`config.mk`:
```
export PLATFORM = sky130hd
export DESIGN_NAME = jtag_stream_bridge_flat
export DESIGN_NICKNAME = d
export VERILOG_FILES = /design/src/rtl/jtag_stream_bridge_pkg.sv /design/src/rtl/jtag_stream_bridge_if.sv /design/src/rtl/jtag_stream_bridge_sync_fifo.sv /design/src/rtl/jtag_stream_bridge.sv /design/src/flat_wrapper.sv
export SDC_FILE = /design/constraint.sdc
export NUM_CORES = 1
export LEC_CHECK = 0
export ABC_CLOCK_PERIOD_IN_PS = 3900
export CAP_MARGIN = 20
export CORE_ASPECT_RATIO = 2
export CORE_UTILIZATION = 40
export DETAILED_ROUTE_END_ITERATION = 12
export HOLD_SLACK_MARGIN = 0.03
export SLEW_MARGIN = 30
export SYNTH_ARGS = -nofsm -noshare
export SYNTH_HDL_FRONTEND = slang
export SYNTH_SLANG_ARGS = --single-unit
```
`constraint.sdc`:
```
create_clock -name tck -period 3.9 [get_ports tck]
set_clock_uncertainty 0.1 [all_clocks]
set_input_delay 1.17 -clock tck [delete_from_list [all_inputs] [get_ports tck]]
set_output_delay 1.17 -clock tck [all_outputs]
set_load 0.01 [all_outputs]
```
`src/rtl/jtag_stream_bridge_pkg.sv`:
```
// Shared constants for the JTAG-to-stream bridge.
//   STATUS_WIDTH     : width of the optional status byte prefixed to the result
//   ST_*             : bit positions inside the status byte
//   bit_cnt_width()  : counter width able to hold 0 .. in_width+1
package jtag_bridge_pkg;

    localparam int STATUS_WIDTH    = 8;
    localparam int ST_RESULT_VALID = 0;
    localparam int ST_OVERFLOW     = 1;
    localparam int ST_EMPTY        = 2;
    localparam int ST_FULL         = 3;

    // The scan length counter saturates one past the word length, so it
    // has to represent in_width+1 distinct non-zero values.
    function automatic int bit_cnt_width(input int in_width);
        return $clog2(in_width + 2);
    endfunction

endpackage

```
`src/rtl/jtag_stream_bridge_if.sv`:
```
// Egress word stream of the bridge.
//   data  : head word (driven by master)
//   valid : head word present (driven by master)
//   ready : consumer accepts the head word (driven by slave)
// Handshake: a word moves on a rising clock edge where valid && ready.
// While valid is high and ready low, data holds stable; valid never
// depends combinationally on ready.
interface jtag_stream_bridge_if #(
    parameter int WIDTH = 8
) ();
    logic [WIDTH-1:0] data;
    logic             valid;
    logic             ready;

    modport master (output data, output valid, input ready);
    modport slave  (input data, input valid, output ready);
endinterface

```
`src/rtl/jtag_stream_bridge_sync_fifo.sv`:
```
// Synchronous FIFO with pointer wrap bits for full/empty detection.
//   clk, rst_n : clock, synchronous active-low clear
//   push, push_data : write request and word
//   pop        : read request (ignored when empty)
//   pop_data   : head word, forced to 0 while empty
//   empty, full: occupancy flags
// A push while full is accepted only if a pop happens on the same edge.
module sync_fifo #(
    parameter int WIDTH = 8,
    parameter int DEPTH = 16
) (
    input  logic             clk,
    input  logic             rst_n,
    input  logic             push,
    input  logic [WIDTH-1:0] push_data,
    input  logic             pop,
    output logic [WIDTH-1:0] pop_data,
    output logic             empty,
    output logic             full
);
    localparam int AW = $clog2(DEPTH);

    logic [WIDTH-1:0] mem [DEPTH];
    logic [AW:0]      wr_ptr;
    logic [AW:0]      rd_ptr;
    logic             do_push;
    logic             do_pop;

    assign empty   = (wr_ptr == rd_ptr);
    assign full    = (wr_ptr[AW] != rd_ptr[AW]) && (wr_ptr[AW-1:0] == rd_ptr[AW-1:0]);
    assign do_pop  = pop && !empty;
    assign do_push = push && (!full || do_pop);

    // Masking keeps the output at 0 after reset without clearing storage.
    assign pop_data = empty ? '0 : mem[rd_ptr[AW-1:0]];

    always_ff @(posedge clk) begin
        if (!rst_n) begin
            wr_ptr <= '0;
            rd_ptr <= '0;
        end else begin
            if (do_push) wr_ptr <= wr_ptr + 1'b1;
            if (do_pop)  rd_ptr <= rd_ptr + 1'b1;
        end
    end

    always_ff @(posedge clk) begin
        if (do_push) mem[wr_ptr[AW-1:0]] <= push_data;
    end

endmodule

```
`src/rtl/jtag_stream_bridge.sv`:
```
// JTAG USER DR to stream bridge.
//   tck, rst_n           : clock, synchronous active-low reset
//   test_logic_reset     : TAP in TLR, clears like rst_n
//   ir_is_user           : user DR selected, gates capture/shift/update
//   capture_dr, shift_dr, update_dr, tdi : TAP strobes and serial input
//   tdo                  : LSB of the readback shift register
//   m                    : egress word stream (master side)
//   result, result_valid : solver result loaded on every capture
module jtag_stream_bridge
    import jtag_bridge_pkg::*;
#(
    parameter int IN_WIDTH   = 8,
    parameter int OUT_WIDTH  = 32,
    parameter int FIFO_DEPTH = 16,
    parameter int STATUS_EN  = 0
) (
    input  logic                  tck,
    input  logic                  rst_n,
    input  logic                  test_logic_reset,
    input  logic                  ir_is_user,
    input  logic                  capture_dr,
    input  logic                  shift_dr,
    input  logic                  update_dr,
    input  logic                  tdi,
    output logic                  tdo,
    jtag_stream_bridge_if.master  m,
    input  logic [OUT_WIDTH-1:0]  result,
    input  logic                  result_valid
);
    localparam int CNT_W = bit_cnt_width(IN_WIDTH);
    localparam int TX_W  = OUT_WIDTH + ((STATUS_EN != 0) ? STATUS_WIDTH : 0);

    logic                 clear;
    logic [IN_WIDTH-1:0]  rx;
    logic [TX_W-1:0]      tx;
    logic [CNT_W-1:0]     bit_cnt;
    logic                 overflow;
    logic                 fifo_empty;
    logic                 fifo_full;
    logic                 push;
    logic                 pop;
    logic [OUT_WIDTH-1:0] result_gated;
    logic [TX_W-1:0]      capture_word;

    assign clear        = !rst_n || test_logic_reset;
    assign result_gated = result_valid ? result : '0;

    generate
        if (STATUS_EN != 0) begin : g_status
            logic [STATUS_WIDTH-1:0] status;
            always_comb begin
                status                  = '0;
                status[ST_RESULT_VALID] = result_valid;
                status[ST_OVERFLOW]     = overflow;
                status[ST_EMPTY]        = fifo_empty;
                status[ST_FULL]         = fifo_full;
            end
            assign capture_word = {status, result_gated};
        end else begin : g_no_status
            assign capture_word = result_gated;
        end
    endgenerate

    // Only a scan of exactly IN_WIDTH bits carries a word; readback and
    // aborted scans leave bit_cnt at some other value.
    assign push = ir_is_user && update_dr && (bit_cnt == CNT_W'(IN_WIDTH));
    assign pop  = m.valid && m.ready;
    assign tdo  = tx[0];

    always_ff @(posedge tck) begin
        if (clear) begin
            rx       <= '0;
            tx       <= '0;
            bit_cnt  <= '0;
            overflow <= 1'b0;
        end else begin
            if (ir_is_user) begin
                if (capture_dr) begin
                    bit_cnt <= '0;
                    tx      <= capture_word;
                end else if (shift_dr) begin
                    rx <= {tdi, rx[IN_WIDTH-1:1]};
                    tx <= {1'b0, tx[TX_W-1:1]};
                    if (bit_cnt != CNT_W'(IN_WIDTH + 1)) bit_cnt <= bit_cnt + 1'b1;
                end
            end
            // A pop on the same edge frees the slot, so that push is kept.
            if (push && fifo_full && !pop) overflow <= 1'b1;
        end
    end

    sync_fifo #(
        .WIDTH (IN_WIDTH),
        .DEPTH (FIFO_DEPTH)
    ) u_fifo (
        .clk       (tck),
        .rst_n     (!clear),
        .push      (push),
        .push_data (rx),
        .pop       (pop),
        .pop_data  (m.data),
        .empty     (fifo_empty),
        .full      (fifo_full)
    );

    assign m.valid = !fifo_empty;

endmodule

```
`src/flat_wrapper.sv`:
```
// flat-port wrapper written by rule: the top's interface ports become plain ports
module jtag_stream_bridge_flat import jtag_bridge_pkg::*;
#(
    parameter int IN_WIDTH   = 8,
    parameter int OUT_WIDTH  = 32,
    parameter int FIFO_DEPTH = 16,
    parameter int STATUS_EN  = 0
)
  (tck, rst_n, test_logic_reset, ir_is_user, capture_dr, shift_dr, update_dr, tdi, tdo, result, result_valid, m_data, m_valid, m_ready);
  jtag_stream_bridge_if #(.WIDTH((8))) m_i ();
  input  logic tck;
  input  logic rst_n;
  input  logic test_logic_reset;
  input  logic ir_is_user;
  input  logic capture_dr;
  input  logic shift_dr;
  input  logic update_dr;
  input  logic tdi;
  output logic tdo;
  input  logic [OUT_WIDTH-1:0] result;
  input  logic result_valid;
  output wire logic [$bits(m_i.data)-1:0] m_data;
  output wire logic [$bits(m_i.valid)-1:0] m_valid;
  input wire logic [$bits(m_i.ready)-1:0] m_ready;
  assign m_data = m_i.data;
  assign m_valid = m_i.valid;
  assign m_i.ready = m_ready;
  jtag_stream_bridge #(.IN_WIDTH(IN_WIDTH), .OUT_WIDTH(OUT_WIDTH), .FIFO_DEPTH(FIFO_DEPTH), .STATUS_EN(STATUS_EN)) u_core (.tck(tck), .rst_n(rst_n), .test_logic_reset(test_logic_reset), .ir_is_user(ir_is_user), .capture_dr(capture_dr), .shift_dr(shift_dr), .update_dr(update_dr), .tdi(tdi), .tdo(tdo), .m(m_i), .result(result), .result_valid(result_valid));
endmodule
```
Word level (Yosys, flattened, before mapping)
Memory sizes are Yosys's and may differ from the RTL's. A register that Yosys moved wholly into a read port is not among the register bits.
Index checks and enable logic that the tools add are counted.
W data, S select, Z words.

storage, ports and cells
  logic and storage cells = 42
  memories kept = 1
  input bits = 42
  memory bits (writable) = 128
  flip-flop bits (word level) = 54

memories
  memory             depth  bits a word  rd ports  clocked after Yosys merged registers in  wr ports  line                                text
  u_core.u_fifo.mem  16     8            1         1                                        1         jtag_stream_bridge_sync_fifo.sv:23  logic [WIDTH-1:0] mem [DEPTH];

operators by class
  $add $sub $neg = 3
  muxes and demuxes = 11
  bitwise operators = 1
  reduce and logical (&&, ||, !) cells = 16
  equal/unequal tests = 5

operator list
  operator               count
  $mux W32               3
  $mux W4                5
  $add A5 B1 Y5 const B  2
  $mux W8                1
  $logic_and A1 B1 Y1    6
  $reduce_and A3 Y1      2
  $eq A5 B5 Y1           1
  $add A4 B1 Y4 const B  1
  $eq A4 B4 Y1           1
  $eq A4 B4 Y1 const B   1
  $ne A4 B4 Y1 const B   1
  $reduce_bool A2 Y1     2
  $logic_not A1 Y1       3
  $logic_or A1 B1 Y1     2
  $mux W1                2
  $reduce_and A2 Y1      1
  $ne A1 B1 Y1           1
  $not A1 Y1             1

Longest topological paths before layout
Gate-level depths: netlist of run 1.

  depth after elaboration = 8
  depth in mapped cells = 7
  mapped depth without buffers = 6

By module
From an unflattened synthesis of run 1, not the netlist that was laid out.

unflattened totals
  cell total of the unflattened synthesis = 533
  area, all modules = 7,581.0 um^2

by module, submodules not included
  module              sequential area each (um^2)  area an instance (um^2)  cells an instance  instances
  sync_fifo           4,124.0                      5,716.7                  312                1
  jtag_stream_bridge  880.8                        1,864.3                  221                1

Worst setup path before layout of run 1
Ideal clock, no wire load.

  path type = register to output
  start = register (tool-made name)
  end = output m_data[2]
  arrival = 1,496 ps
  stages on the path, launching flop included = 7
  path slack = 1,134 ps
  data required time = 2,630 ps
  buffers on the path = 2
  cell sequence = dfxtp_1 buf_6 buf_12 mux4_2 mux2_2 nand2_1 a21oi_1

RTL lines
  item       line                text
  to (decl)  flat_wrapper.sv:22  output wire logic [$bits(m_i.data)-1:0] m_data;

==> summary.txt, run 1 <==
Clocking
  • Clock transition at the register clock pins on the worst setup and hold paths after CTS: 0.07 ns
  • Number of cells upsized or downsized after cts: 1
  • TritonCTS buffer count: 17
  • H-tree depth: 4
  • Clock Tree Buf Depth: 2
  • Clock network latency to the later pin of the worst-skew pair: 0.43 ns
  • Postcts setup bufs: 0
  • Hold bufs inserted after CTS: 0
  • Clock Root Buffer: sky130_fd_sc_hd__clkbuf_16
  • Sink count of the clock tree: 186
  • CTS tree: done

Logic synthesis
  • Simple-gate area share of the yosys netlist: 9.46%
  • Top cell types by occurrence after synthesis: sky130_fd_sc_hd__edfxtp_1 (128), sky130_fd_sc_hd__dfxtp_1 (58), sky130_fd_sc_hd__nor2_1 (45)
  • Synth area leaders: sky130_fd_sc_hd__edfxtp_1 (50%), sky130_fd_sc_hd__dfxtp_1 (15%), sky130_fd_sc_hd__mux4_2 (7.1%)
  • Share of synthesized registers carrying an async set or reset: 0%
  • Mapped Area: 0.00761 sq mm
  • Distinct cells, synth: 44
  • Post-Synth XOR/XNOR Area: 0.904%
  • Mapped Avg Cell Area: 14.4 sq um
  • Register bit total from synthesis: 186
  • Cell type with the highest aggregate area in the netlist: sky130_fd_sc_hd__edfxtp_1
  • Most instantiated flip-flop cell in the synthesis netlist: sky130_fd_sc_hd__edfxtp_1
  • Mapped Cells: 527
  • Adder and majority cell fraction of the synthesized area: 1.31%
  • Mux share of post-synthesis cell area: 12.3%
  • Area fraction in compound gates after synthesis: 7.41%
  • Number of synthesized flops with an enable pin: 128
  • Post-synthesis sequential area ratio: 65.7%
  • Cell with the most instances after synthesis: sky130_fd_sc_hd__edfxtp_1
  • Largest family of logic cells by synthesized area: multiplexers
  • Top-area cell type share of the netlist area: 50.5%
  • Number of synthesis warnings: 0
  • Total nets after synthesis: 577

Cells and area
  • Total Nets Final: 626
  • Share of post-route cells with drive strength above 1: 13.8%
  • Layout area overhead: 17.6%
  • Fill cell instance count of the final layout: 1,651
  • Antenna diodes: 0
  • Final core area utilization: 47.8%

STA
  • Final worst path period share: 95.9%
  • Setup repair after global routing missed its margin: no
  • Final Setup Violations: 0
  • Setup TNS: 0 ns
  • Relative slew slack: 46.2%
  • Maximum operating frequency: 267 MHz
  • Shortest period the worst path allows: 3.74 ns
  • Final hold violation count: 0
  • Number of slew-limit violations in the final report: 0
  • Slew at the pin closest to its max-slew limit: 0.806 ns

Pwr
  • Worst supply voltage drop on vdd: 0.299 mV
  • P per Cell Area: 436 mW/mm^2
  • Total leakage power: 0.00281 uW

Routing
  • Post-route DRC: 0
  • Initial DRC count: 245
  • Pre-Repair DR Iteration Count: 4
  • Routed Antenna Nets: 0
  • Vias: 4,621
  • Average wire per cell in the routed design: 20.7 um
  • Final wirelength: 17.4 mm
  • Vias/cell: 5.48

Place
  • Number of buffer cells added on primary ports: 51
  • Half-perimeter wire length after placement: 12.7 mm
  • Gpl congestion: 0.820

Worst setup path
  • Cell type of the slowest stage on the worst timing path: sky130_fd_sc_hd__mux4_2
  • Worst stage delay on the critical path: 0.56 ns
  • Required time worst endpoint: 2.63 ns
  • Buffers and inverters on the worst path: 2
  • Largest delay contributor family on the critical path: multiplexers
  • Endpoint class of the critical path: output pin
  • Data arrival at the endpoint of the critical path: 2.47 ns
  • Critical path, cell by cell: buf_6 > mux4_2 > mux2_2 > nand2_1 > a21oi_1 > clkdlybuf4s50_1
  • Crit path max fanout: 19
  • Critical path start-end classification: reg2out
  • Kind of start point of the critical path: flip-flop

Global route
  • Via count of the first global-routing pass: 4,750
  • Antenna violations before repair: 0
  • Wire length of the first global-routing pass: 27.0 mm
  • Met2 routing resource usage after global routing: 38.3%
  • Pin count of the biggest net entering global routing: 40
  • Busiest layer in global routing: met2
  • Sum of overflow across all layers after global routing: 0
  • Met1 demand-to-capacity share in global routing: 17.9%
  • Overall Global Routing Usage: 19.0%
  • Met3 GRT Util: 2.90%

Job
  • Max-capacitance violation count: 0

Die
  • Overall die width: 99.6 um
  • Total Die Area: 0.0196 sq mm
  • Std-Cell Core Area: 0.0187 sq mm
  • Cell Rows: 71
  • Die Height: 197 um
  • Initial cell density of the core: 40.6%
  • Boundary Pins: 52

Run status
  • Result of the run: finished, final reports clean

Worst hold path
  • Class of the most critical hold timing path: reg2reg
[final cells by class]
class / count / area (sq um) / share of cell area [%]
inverters: 8 / 30.0 / 0.335
flip-flops and latches: 186 / 5010 / 55.9
clock inverters: 13 / 141 / 1.58
well taps: 255 / 319 / 3.56
multi-input cells: 298 / 2400 / 26.8
repair buffers: 65 / 632 / 7.06
clock buffers: 18 / 429 / 4.79
[registers in the layout (all words and copies together), names as in the netlist, named ones only]
name                  flops
u_core.bit_cnt            4
u_core.rx                 8
u_core.tx                32
u_core.u_fifo.mem       128
u_core.u_fifo.rd_ptr      5
u_core.u_fifo.wr_ptr      5
[stage by stage]
stage	power (uW)	std cells	setup WS (ns)	area (sq um)	hold slack [ns]
global placement	2280	812	0.446	8380	0.347
detailed placement	2280	812	0.443	8380	0.351
finish	3900	843	0.158	8950	0.365
global route	4020	843	0.0332	8950	0.391
floorplan	2210	527	1.13	7610	0.332
CTS	3940	843	0.0613	8950	0.364
[layer usage]
layer | part of all wire [%] | vias up
met5 | 0 | -
met4 | 3.7 | 0
met3 | 2.5 | 30
met2 | 60 | 120
met1 | 34 | 2328
li1 | - | 2143
[where the power goes]
group | leakage, uW | internal, uW | total (uW) | switching [uW]
clock network | 0.000265 | 944 | 1670 | 725
logic | 0.00103 | 67.4 | 132 | 64.2
registers | 0.00152 | 2090 | 2100 | 8.17
[cells in the final DEF, fill, tap and decap left out, types with 8 or more instances in the layout]
cell type / instances
sky130_fd_sc_hd__buf_4: 12
sky130_fd_sc_hd__clkbuf_16: 17
sky130_fd_sc_hd__and3_1: 18
sky130_fd_sc_hd__nand2_1: 25
sky130_fd_sc_hd__edfxtp_1: 128
sky130_fd_sc_hd__inv_1: 8
sky130_fd_sc_hd__a221oi_1: 38
sky130_fd_sc_hd__nor3_1: 31
sky130_fd_sc_hd__dfxtp_1: 56
sky130_fd_sc_hd__ha_1: 8
sky130_fd_sc_hd__nor2_1: 45
sky130_fd_sc_hd__mux4_2: 24
sky130_fd_sc_hd__mux2i_1: 29
sky130_fd_sc_hd__a21oi_1: 16
sky130_fd_sc_hd__clkdlybuf4s50_1: 51
[final timing paths]
check	from	end	slack [ns]	depth (start not counted)
worst max-delay path	flip-flop	m_data[2]	0.16	6
worst min-delay path	u_core.tx[31]	u_core.tx[31]	0.36	2
worst max register to register	u_core.u_fifo.wr_ptr[2]	u_core.u_fifo.mem[1][0]	1.56	6
worst min register to register	u_core.tx[31]	u_core.tx[31]	0.36	2
[cells by family after synthesis]
group	after synthesis
buffers and inverters	43
AO/OA/AOI/OAI	76
AND/OR/NAND/NOR	146
flip-flops	186
multiplexers	61
XOR/XNOR	7
adder cells (fa/ha/maj)	8
[worst reg2reg max path: cells and delay by family (launching register included)]
kind	cells	cell delay (ns)
AND/OR/NAND/NOR	2	0.59
XOR/XNOR	1	0.28
AO/OA/AOI/OAI	1	0.13
flip-flops	1	0.48
buffers and inverters	2	0.39
(Power assumes the default switching activity.)
==> run 2, diff against run 1 <==
- ABC_CLOCK_PERIOD_IN_PS: 3900 -> 4100
- DONT_BUFFER_PORTS: default -> 1
- clock period: 3.9 -> 4.1 ns (I/O delays scaled with it)
==> run 2 against run 1 <==
Critical path depth shrank 2. Clock-buffer cell count grew 1. Sequential share of layout area grew 3.6 points. Die area is the same. Largest cell class unchanged. Largest power group unchanged. Highest routed layer unchanged.
==> summary.txt, run 2 (same netlist as run 1, synthesis figures left out) <==
Worst setup path
  • Crit path max fanout: 11 (was 19)
  • Critical path start-end classification: reg2out (unchanged)
  • R2R Path Start: u_core.u_fifo.wr_ptr[2] (unchanged)
  • Data arrival at the endpoint of the critical path: 2.37 ns (was 2.47 ns)
  • Endpoint class of the critical path: output pin (unchanged)
  • Kind of start point of the critical path: flip-flop (unchanged)
  • Terminus of the critical flop-to-flop path: u_core.u_fifo.mem[8][6] (was u_core.u_fifo.mem[1][0])
  • Required time worst endpoint: 2.77 ns (was 2.63 ns)
  • Setup slack, reg-to-reg: 1.59 ns (was 1.56 ns)
  • Cells on worst reg2reg path: 5 (was 6)
  • Crit path to: m_data[0] (was m_data[2])

Cells and area
  • Most common cell after layout, fill and taps aside: sky130_fd_sc_hd__edfxtp_1 (unchanged)
  • Total Nets Final: 571 (was 626)
  • Final core area utilization: 44.9% (was 47.8%)
  • Layout area overhead: 10.5% (was 17.6%)
  • Leading cell types in the layout, fill and taps excluded: sky130_fd_sc_hd__edfxtp_1 (128), sky130_fd_sc_hd__dfxtp_1 (57), sky130_fd_sc_hd__nor2_1 (45), sky130_fd_sc_hd__a221oi_1 (38), sky130_fd_sc_hd__nor3_1 (31) (was sky130_fd_sc_hd__edfxtp_1 (128), sky130_fd_sc_hd__dfxtp_1 (56), sky130_fd_sc_hd__clkdlybuf4s50_1 (51), sky130_fd_sc_hd__nor2_1 (45), sky130_fd_sc_hd__a221oi_1 (38))
  • Flip-flop count of the largest register, all copies and words added: 128 (unchanged)
  • Share of post-route cells with drive strength above 1: 15.0% (was 13.8%)
  • Post-route cell area: 0.00841 sq mm (was 0.00895 sq mm)

Clocking
  • Clock Root Buffer: sky130_fd_sc_hd__clkbuf_16 (unchanged)
  • Clock transition at the register clock pins on the worst setup and hold paths after CTS: 0.07 ns (about the same)
  • H-tree depth: 4 (unchanged)
  • Clock network latency to the later pin of the worst-skew pair: 0.42 ns (was 0.43 ns)
  • Sink count of the clock tree: 186 (unchanged)
  • Postcts setup bufs: 0 (unchanged)
  • Clock Tree Buf Depth: 2 (unchanged)
  • TritonCTS buffer count: 17 (unchanged)
  • Number of cells upsized or downsized after cts: 0 (was 1)
  • Hold bufs inserted after CTS: 0 (unchanged)
  • CTS tree: done (unchanged)

Die
  • Total Die Area: 0.0196 sq mm (unchanged)
  • Boundary Pins: 52 (unchanged)
  • Std-Cell Core Area: 0.0187 sq mm (unchanged)
  • Initial cell density of the core: 40.6% (unchanged)
  • Die Height: 197 um (unchanged)
  • Overall die width: 99.6 um (unchanged)
  • Cell Rows: 71 (unchanged)

Pwr
  • Total leakage power: 0.00261 uW (was 0.00281 uW)
  • Worst supply voltage drop on vdd: 0.318 mV (was 0.299 mV)
  • Power consumption: 3640 uW (was 3900 uW)
  • P per Cell Area: 433 mW/mm^2 (was 436 mW/mm^2)

Worst hold path
  • Launch point of the worst hold path: u_core.tx[31] (unchanged)
  • Class of the most critical hold timing path: reg2reg (unchanged)
  • Worst hold stages: 2 (unchanged)

Run status
  • Result of the run: finished, final reports clean (unchanged)

Global route
  • Sum of overflow across all layers after global routing: 0 (unchanged)
  • Via count of the first global-routing pass: 4,603 (was 4,750)
  • Overall Global Routing Usage: 16.8% (was 19.0%)
  • Wire length of the first global-routing pass: 24.5 mm (was 27.0 mm)
  • Pin count of the biggest net entering global routing: 43 (was 40)
  • Antenna violations before repair: 1 (was 0)

Place
  • Number of buffer cells added on primary ports: 0 (was 51)
  • Gpl congestion: 0.754 (was 0.820)
  • Half-perimeter wire length after placement: 11.0 mm (was 12.7 mm)
  • Placed Instance Area: 0.00784 sq mm (was 0.00838 sq mm)

STA
  • Post-route worst hold slack: 0.371 ns (was 0.365 ns)
  • Final Setup Violations: 0 (unchanged)
  • Relative slew slack: 50.4% (was 46.2%)
  • Final worst path period share: 90.2%
  • Maximum operating frequency: 270 MHz
  • Setup repair after global routing missed its margin: no (unchanged)
  • Setup TNS: 0 ns (unchanged)
  • Slew at the pin closest to its max-slew limit: 0.744 ns (was 0.806 ns)
  • Final hold violation count: 0 (unchanged)
  • Number of slew-limit violations in the final report: 0 (unchanged)
  • Shortest period the worst path allows: 3.70 ns

Routing
  • Vias: 4,301 (was 4,621)
  • Pre-Repair DR Iteration Count: 5 (was 4)
  • Post-route DRC: 0 (unchanged)
  • Final wirelength: 15.5 mm (was 17.4 mm)
  • Vias/cell: 5.44 (was 5.48)
  • Initial DRC count: 210 (was 245)
  • Average wire per cell in the routed design: 19.6 um (was 20.7 um)
  • Routed Antenna Nets: 0 (unchanged)

Job
  • Max-capacitance violation count: 0 (unchanged)
run 2: changes by cell type in the layout (fill, tap and decap cells not counted), moves of 3 or more:
cell                              delta
sky130_fd_sc_hd__clkdlybuf4s50_1    -51
sky130_fd_sc_hd__buf_4               -3
sky130_fd_sc_hd__clkinv_2            +3
sky130_fd_sc_hd__clkinv_4            +3
run 2: per-layer routing:
layer	vias to the layer above	wire, um	global-route usage, %
met1	2171	5530	16.3
met4	0	237	5.45
met2	88	9240	34.1
met3	14	495	3.43
li1	2028	-	-
met5	-	0	0
run 2: per-stage QoR:
stage               worst slack (ns)  std cells
floorplan                       1.27        527
global placement               0.869        757
detailed placement             0.853        757
CTS                            0.392        789
global route                   0.227        790
finish                         0.401        790
run 2: how the worst min path moves through the flow:
stage / end
final: u_core.tx[31]
after CTS: u_core.tx[31]
after floorplan: u_core.tx[31]
after detailed placement: u_core.tx[31]
after global placement: u_core.tx[31]
after global routing: u_core.tx[31]
run 2: layout make-up:
| cell class | instances | area [sq um] |
|---|---|---|
| repair buffers | 10 | 87.6 |
| multi-input cells | 298 | 2400 |
| diodes | 1 | 2.50 |
| inverters | 8 | 30.0 |
| fillers | 1675 | 10300 |
| clock buffers | 19 | 453 |
| flip-flops and latches | 186 | 5010 |
| well taps | 255 | 319 |
| clock inverters | 13 | 120 |
run 2: where the power goes:
group / total [uW] / switching (uW) / internal [uW]
Sequential: 2000 / 7.88 / 1990
Clock: 1560 / 691 / 873
Combinational: 79.8 / 50.8 / 28.9
Total: 3640 / 750 / 2890
run 2: worst max-delay path, stage by stage (launching register included):
cell                       delay, ns
sky130_fd_sc_hd__dfxtp_1        0.70
sky130_fd_sc_hd__buf_4          0.32
sky130_fd_sc_hd__mux4_2         0.53
sky130_fd_sc_hd__a211oi_1       0.26
sky130_fd_sc_hd__a311oi_1       0.13
